### src/rtl/mem_arb_pkg.sv
// Shared types and constants for the two-master SRAM arbiter.
// Optional perf counters are enabled with MEM_ARB_PERF_EN.
package mem_arb_pkg;

    typedef logic master_id_t;

    localparam master_id_t M_IF  = 1'b0;
    localparam master_id_t M_LSU = 1'b1;

    localparam int unsigned DATA_W = 32;
    localparam int unsigned BE_W   = 4;
    localparam int unsigned RUN_W  = 4;

    localparam logic [BE_W-1:0] WEB_READ = 4'b1111;

    typedef struct packed {
        logic [DATA_W-1:0] addr;
        logic [BE_W-1:0]   web;
        logic [DATA_W-1:0] wdata;
    } mem_req_t;

    // Saturating increment so the run length can never wrap back below the cap
    function automatic logic [RUN_W-1:0] run_inc(input logic [RUN_W-1:0] r);
        return (r == {RUN_W{1'b1}}) ? r : r + RUN_W'(1);
    endfunction

endpackage

### src/rtl/mem_arb_pick.sv
// Combinational winner select: round-robin pointer plus run-length cap.
module mem_arb_pick
    import mem_arb_pkg::*;
#(
    parameter int unsigned MAX_RUN = 4
) (
    input  logic             req0,
    input  logic             req1,
    input  master_id_t       prio,
    input  master_id_t       last,
    input  logic [RUN_W-1:0] run,
    output logic             gnt0_c,
    output logic             gnt1_c
);

    master_id_t win_c;

    always_comb begin
        gnt0_c = 1'b0;
        gnt1_c = 1'b0;
        win_c  = prio;
        if (req0 && req1) begin
            // A master that has hit the cap yields to the other one
            if (run == RUN_W'(MAX_RUN)) begin
                win_c = ~last;
            end
            gnt0_c = (win_c == M_IF);
            gnt1_c = (win_c == M_LSU);
        end else begin
            gnt0_c = req0;
            gnt1_c = req1;
        end
    end

endmodule

### src/rtl/mem_arbiter.sv
// Shares one single-port SRAM between instruction fetch (m0) and load/store (m1).
// Define MEM_ARB_PERF_EN to add grant/conflict performance counters.
module mem_arbiter
    import mem_arb_pkg::*;
#(
    parameter int unsigned ADDR_W  = 14,
    parameter int unsigned MAX_RUN = 4
) (
    input  logic              clk,
    input  logic              rst,
    input  logic              m0_req,
    input  logic [DATA_W-1:0] m0_addr,
    input  logic [BE_W-1:0]   m0_web,
    input  logic [DATA_W-1:0] m0_wdata,
    output logic              m0_gnt,
    output logic              m0_rvalid,
    output logic [DATA_W-1:0] m0_rdata,
    input  logic              m1_req,
    input  logic [DATA_W-1:0] m1_addr,
    input  logic [BE_W-1:0]   m1_web,
    input  logic [DATA_W-1:0] m1_wdata,
    output logic              m1_gnt,
    output logic              m1_rvalid,
    output logic [DATA_W-1:0] m1_rdata,
    output logic              sram_cs,
    output logic              sram_oe,
    output logic [BE_W-1:0]   sram_web,
    output logic [ADDR_W-1:0] sram_a,
    output logic [DATA_W-1:0] sram_di,
`ifdef MEM_ARB_PERF_EN
    output logic [DATA_W-1:0] perf_gnt0,
    output logic [DATA_W-1:0] perf_gnt1,
    output logic [DATA_W-1:0] perf_conf,
`endif
    input  logic [DATA_W-1:0] sram_do
);

    logic              req0_c;
    logic              req1_c;
    logic              gnt0_c;
    logic              gnt1_c;
    logic              gnt_any_c;
    logic              other_req_c;
    master_id_t        gnt_id_c;
    mem_req_t          m0_bus_c;
    mem_req_t          m1_bus_c;
    mem_req_t          sel_c;

    master_id_t        prio;
    master_id_t        last;
    master_id_t        rd_id;
    logic [RUN_W-1:0]  run;
    logic              rd_pend;
    logic [ADDR_W-1:0] sram_a_q;
    logic [DATA_W-1:0] sram_di_q;
    logic [DATA_W-1:0] m0_rdata_q;
    logic [DATA_W-1:0] m1_rdata_q;

    logic              unused_addr_bits;

    // No grant may escape while reset is asserted
    assign req0_c = m0_req & ~rst;
    assign req1_c = m1_req & ~rst;

    mem_arb_pick #(
        .MAX_RUN (MAX_RUN)
    ) u_pick (
        .req0   (req0_c),
        .req1   (req1_c),
        .prio   (prio),
        .last   (last),
        .run    (run),
        .gnt0_c (gnt0_c),
        .gnt1_c (gnt1_c)
    );

    always_comb begin
        m0_bus_c    = '{addr: m0_addr, web: m0_web, wdata: m0_wdata};
        m1_bus_c    = '{addr: m1_addr, web: m1_web, wdata: m1_wdata};
        sel_c       = gnt1_c ? m1_bus_c : m0_bus_c;
        gnt_any_c   = gnt0_c | gnt1_c;
        gnt_id_c    = gnt1_c ? M_LSU : M_IF;
        other_req_c = gnt1_c ? req0_c : req1_c;
    end

    // Only the word-address bits reach the SRAM
    assign unused_addr_bits = ^sel_c.addr;

    // SRAM side holds address/data when idle so the pins do not toggle
    always_comb begin
        m0_gnt   = gnt0_c;
        m1_gnt   = gnt1_c;
        sram_oe  = 1'b1;
        sram_cs  = gnt_any_c;
        sram_web = WEB_READ;
        sram_a   = sram_a_q;
        sram_di  = sram_di_q;
        if (gnt_any_c) begin
            sram_web = sel_c.web;
            sram_a   = sel_c.addr[ADDR_W+1:2];
            sram_di  = sel_c.wdata;
        end
        m0_rvalid = rd_pend & (rd_id == M_IF);
        m1_rvalid = rd_pend & (rd_id == M_LSU);
        m0_rdata  = m0_rvalid ? sram_do : m0_rdata_q;
        m1_rdata  = m1_rvalid ? sram_do : m1_rdata_q;
    end

    always_ff @(posedge clk or posedge rst) begin
        if (rst) begin
            prio       <= M_LSU;
            last       <= M_LSU;
            run        <= '0;
            rd_pend    <= 1'b0;
            rd_id      <= M_IF;
            sram_a_q   <= '0;
            sram_di_q  <= '0;
            m0_rdata_q <= '0;
            m1_rdata_q <= '0;
        end else begin
            if (gnt_any_c) begin
                prio <= ~gnt_id_c;
                last <= gnt_id_c;
                run  <= ((gnt_id_c == last) && other_req_c) ? run_inc(run) : RUN_W'(1);
            end
            rd_pend    <= gnt_any_c && (sel_c.web == WEB_READ);
            rd_id      <= gnt_id_c;
            sram_a_q   <= sram_a;
            sram_di_q  <= sram_di;
            m0_rdata_q <= m0_rdata;
            m1_rdata_q <= m1_rdata;
        end
    end

`ifdef MEM_ARB_PERF_EN
    // Free-running counters, wrap naturally at 2^32
    always_ff @(posedge clk or posedge rst) begin
        if (rst) begin
            perf_gnt0 <= '0;
            perf_gnt1 <= '0;
            perf_conf <= '0;
        end else begin
            perf_gnt0 <= perf_gnt0 + DATA_W'(gnt0_c);
            perf_gnt1 <= perf_gnt1 + DATA_W'(gnt1_c);
            perf_conf <= perf_conf + DATA_W'(req0_c & req1_c);
        end
    end
`endif

endmodule

### config.mk
export PLATFORM = sky130hd
export DESIGN_NAME = mem_arbiter
export DESIGN_NICKNAME = d
export VERILOG_FILES = /design/src/rtl/mem_arb_pkg.sv /design/src/rtl/mem_arb_pick.sv /design/src/rtl/mem_arbiter.sv
export SDC_FILE = /design/constraint.sdc
export NUM_CORES = 1
export LEC_CHECK = 0
export BUFFER_PORTS_ARGS = -buffer_cell sky130_fd_sc_hd__buf_2
export CAP_MARGIN = 20
export CORE_MARGIN = 4
export CORE_UTILIZATION = 37
export DETAILED_ROUTE_END_ITERATION = 10
export PLACE_DENSITY = 0.77
export REMOVE_ABC_BUFFERS = 1
export SYNTH_ARGS = -nofsm -noshare
export SYNTH_HDL_FRONTEND = slang
export SYNTH_SLANG_ARGS = --single-unit
export TNS_END_PERCENT = 1
### constraint.sdc
create_clock -name clk -period 5.8 [get_ports clk]
set_clock_uncertainty 0.2 [all_clocks]
set_input_delay 0.58 -clock clk [delete_from_list [all_inputs] [get_ports clk]]
set_output_delay 0.58 -clock clk [all_outputs]
set_load 0.02 [all_outputs]
==> flow_summary.toml <==
[run_status]
status = "finished clean"

[critical_path]
critPathKind = "flip-flop to output port"
crit_start = "run[0]"
rr_startpoint = "run[0]"
crit_fanout = 33
worstSetupStartpointType = "flip-flop"
r2r_slack_ns = 3.46
cp.arrival_ns = 2.65
timing.rr.end = "sram_a_q[7]"
worstPathRequired_ns = 5.02
rr_worst_depth = 7
critPathCaptureType = "output port"

[logic_synthesis]
synth.largest_area_cell = "dfrtp_1"
synth.area.top_cells = "dfrtp_1, mux2_2, a221o_1, and2_1, buf_6"
async_flop_share_pct = 100
netlist_area_um2 = 4930
synthMostInstantiatedCell = "dfrtp_1"
ys_warn_count = 0
synth_seq_cells = 118
synth_top_area_share_pct = 58.9
synth_edf_count = 0
synth.avg_cell_area_um2 = 13.8
synthTopCellsByCount = "dfrtp_1, mux2_2, a221o_1, and2_1, clkbuf_1"
synthCells = 358
yosysSeqAreaShare_pct = 59.9
synth_cell_types = 40
ys.flop_type = "dfrtp_1"

[power_and_ir_drop]
p_leak_nw = 3.44
p_per_area_nw_per_um2 = 404
total_power_w = 0.00280
ir_worst_vdd_mv = 0.176

[global_routing]
grtUsageMet3_pct = 5.40
first_global_vias = 4123
grt.busiest_layer = "met2"
grt_use_total_pct = 16.9
grt_pass1_wl_um = 19800
grt_max_degree = 80
antenna_found_initial = 0
use_met1_pct = 19.6
grt_overflow = 0
grt_util_met2_pct = 29.0

[detailed_routing]
first_iter_violations = 173
drt_first_pass_iters = 4
finalWirelength_um = 13200
wl_per_cell_um = 16.6
num_vias = 3963
drcViolationCount = 0
viasPerCell = 4.97
ant_nets = 0

[sta]
grt_setup_unrepaired = "no"
finalCriticalPeriod_ns = 3.43
finalSetupTns_ns = 0
hold_violations = 0
finalSetupViolCount = 0
final.period_utilization_pct = 59.1
worst_slew_pin_slew_ns = 0.955
slew_violations = 0
max_slew_margin_pct = 36.3
achievable-frequency_mhz = 292
hold_ws_ns = 0.0379

[clock_tree]
cts.clk_slew.worst_paths_ns = 0.05
hold_buffers = 0
cts_max_path_buffers = 2
cts_tree = "built"
clk_latency_ns = 0.40
cts-root-buf = "clkbuf_16"
cts_resized = 0
cts_setup_buffers = 0
htreeDepth = 4
numClockSinks = 118
numCtsBuffers = 17

[place]
dp_cells = 766
portBuffers = 254
globalplace.congestion = 0.807
hpwl_um = 9610
dpl_cell_area_um2 = 6340

[final_layout]
layout-drive-gt1-share_pct = 57.8
diodes = 0
fin_cells = 797
design_area_um2 = 6940
area_growth_pct = 40.8
nets = 788

[die]
io_pins = 292
core_um2 = 12800
rows = 41
start_util_pct = 38.4
dieWidth_um = 123
dieArea_um2 = 15200
die_h_um = 123

[run]
drv_cap = 0

[min_path]
hold_class = "input port to asynchronous set/reset pin"
==> critical path, stage by stage, from the launching register on <==
cell	delay, ns
dfrtp_1	0.35
inv_1	0.07
ha_1	0.23
and3b_1	0.23
o211a_4	0.27
nor2_4	0.41
buf_16	0.24
a221o_1	0.23
buf_2	0.19
==> placed cells by master (no fill, tap or decap), types with 2 or more instances in the layout <==
cell / Yosys / final
a21oi_1: 9 / 9
and3_1: 2 / 2
dfstp_2: 2 / 2
clkinv_4: 0 / 2
buf_2: 3 / 254
o21ai_0: 6 / 6
clkinv_2: 0 / 3
inv_1: 6 / 5
clkbuf_1: 11 / 2
ha_1: 2 / 2
clkbuf_8: 0 / 3
nor2b_1: 2 / 2
and2_1: 46 / 46
dfrtp_1: 116 / 116
a221o_1: 46 / 46
nand3_1: 2 / 2
nand2_1: 5 / 5
clkbuf_16: 0 / 17
bufinv_16: 0 / 2
buf_4: 1 / 5
nor3_1: 4 / 4
mux2_2: 64 / 64
nand4_1: 3 / 3
==> cell type report <==
| cell class | count | area (um2) |
|---|---|---|
| Fill cell | 1086 | 5880 |
| Sequential cell | 118 | 2960 |
| Multi-Input combinational cell | 210 | 1830 |
| Timing Repair Buffer | 260 | 1340 |
| Clock buffer | 22 | 474 |
| Tap cell | 172 | 215 |
| Clock inverter | 8 | 100 |
| Inverter | 7 | 28.8 |
==> stage by stage <==
step | setup WS (ns) | util, %
2_1_floorplan | -0.489 | -
3_3_place_gp | 2.22 | 49.5
3_5_place_dp | 2.03 | 49.5
4_1_cts | 1.98 | 53.9
5_1_grt | 2.25 | 54.1
6_report | 2.37 | 54.1
==> power by group <==
| part | internal [W] | total [W] | switching, W | leakage (nW) |
|---|---|---|---|---|
| sequential | 0.000990 | 0.00103 | 0.0000408 | 1.40 |
| clock | 0.000660 | 0.00101 | 0.000349 | 0.282 |
| combinational | 0.000302 | 0.000766 | 0.000463 | 1.75 |
| total | 0.00195 | 0.00280 | 0.000853 | 3.44 |
==> state kept, by name, summed over array words and instances (netlist names) <==
name and count:
last 1, sram_a_q 14, m1_rdata_q 32, run 4, rd_pend 1, prio 1, rd_id 1, m0_rdata_q 32
sram_di_q 32
==> logic make-up (layout without fill, tap and decap cells) <==
logic type | Yosys count | count (layout) | share of synthesized area, %
DFF | 118 | 118 | 59.9
and+or+nand+nor | 72 | 72 | 8.91
AOI/OAI and AO/OA | 69 | 69 | 12.4
muxes | 65 | 65 | 14.8
buffers and inverters | 30 | 297 | 3.20
adders and majority gates | 2 | 2 | 0.507
other | 1 | 1 | 0.0760
xor gates and xnor gates | 1 | 1 | 0.178
==> metal layers <==
metal  routed length (um)  vias to the layer above
li1                     -                     1836
met1                 5210                     1890
met2                 6390                      220
met3                 1380                       17
met4                  222                        0
met5                    0                        -
==> worst max path at each step <==
stage / to / cells after the start / slack, ns
2_1_floorplan: sram_a[0] / 4 / -0.49
4_1_cts: sram_a[7] / 7 / 1.98
3_3_place_gp: sram_a[7] / 6 / 2.22
6_report: sram_a[7] / 8 / 2.37
5_1_grt: sram_a[7] / 7 / 2.25
3_5_place_dp: sram_a[7] / 6 / 2.03
(Power assumes the default switching activity.)
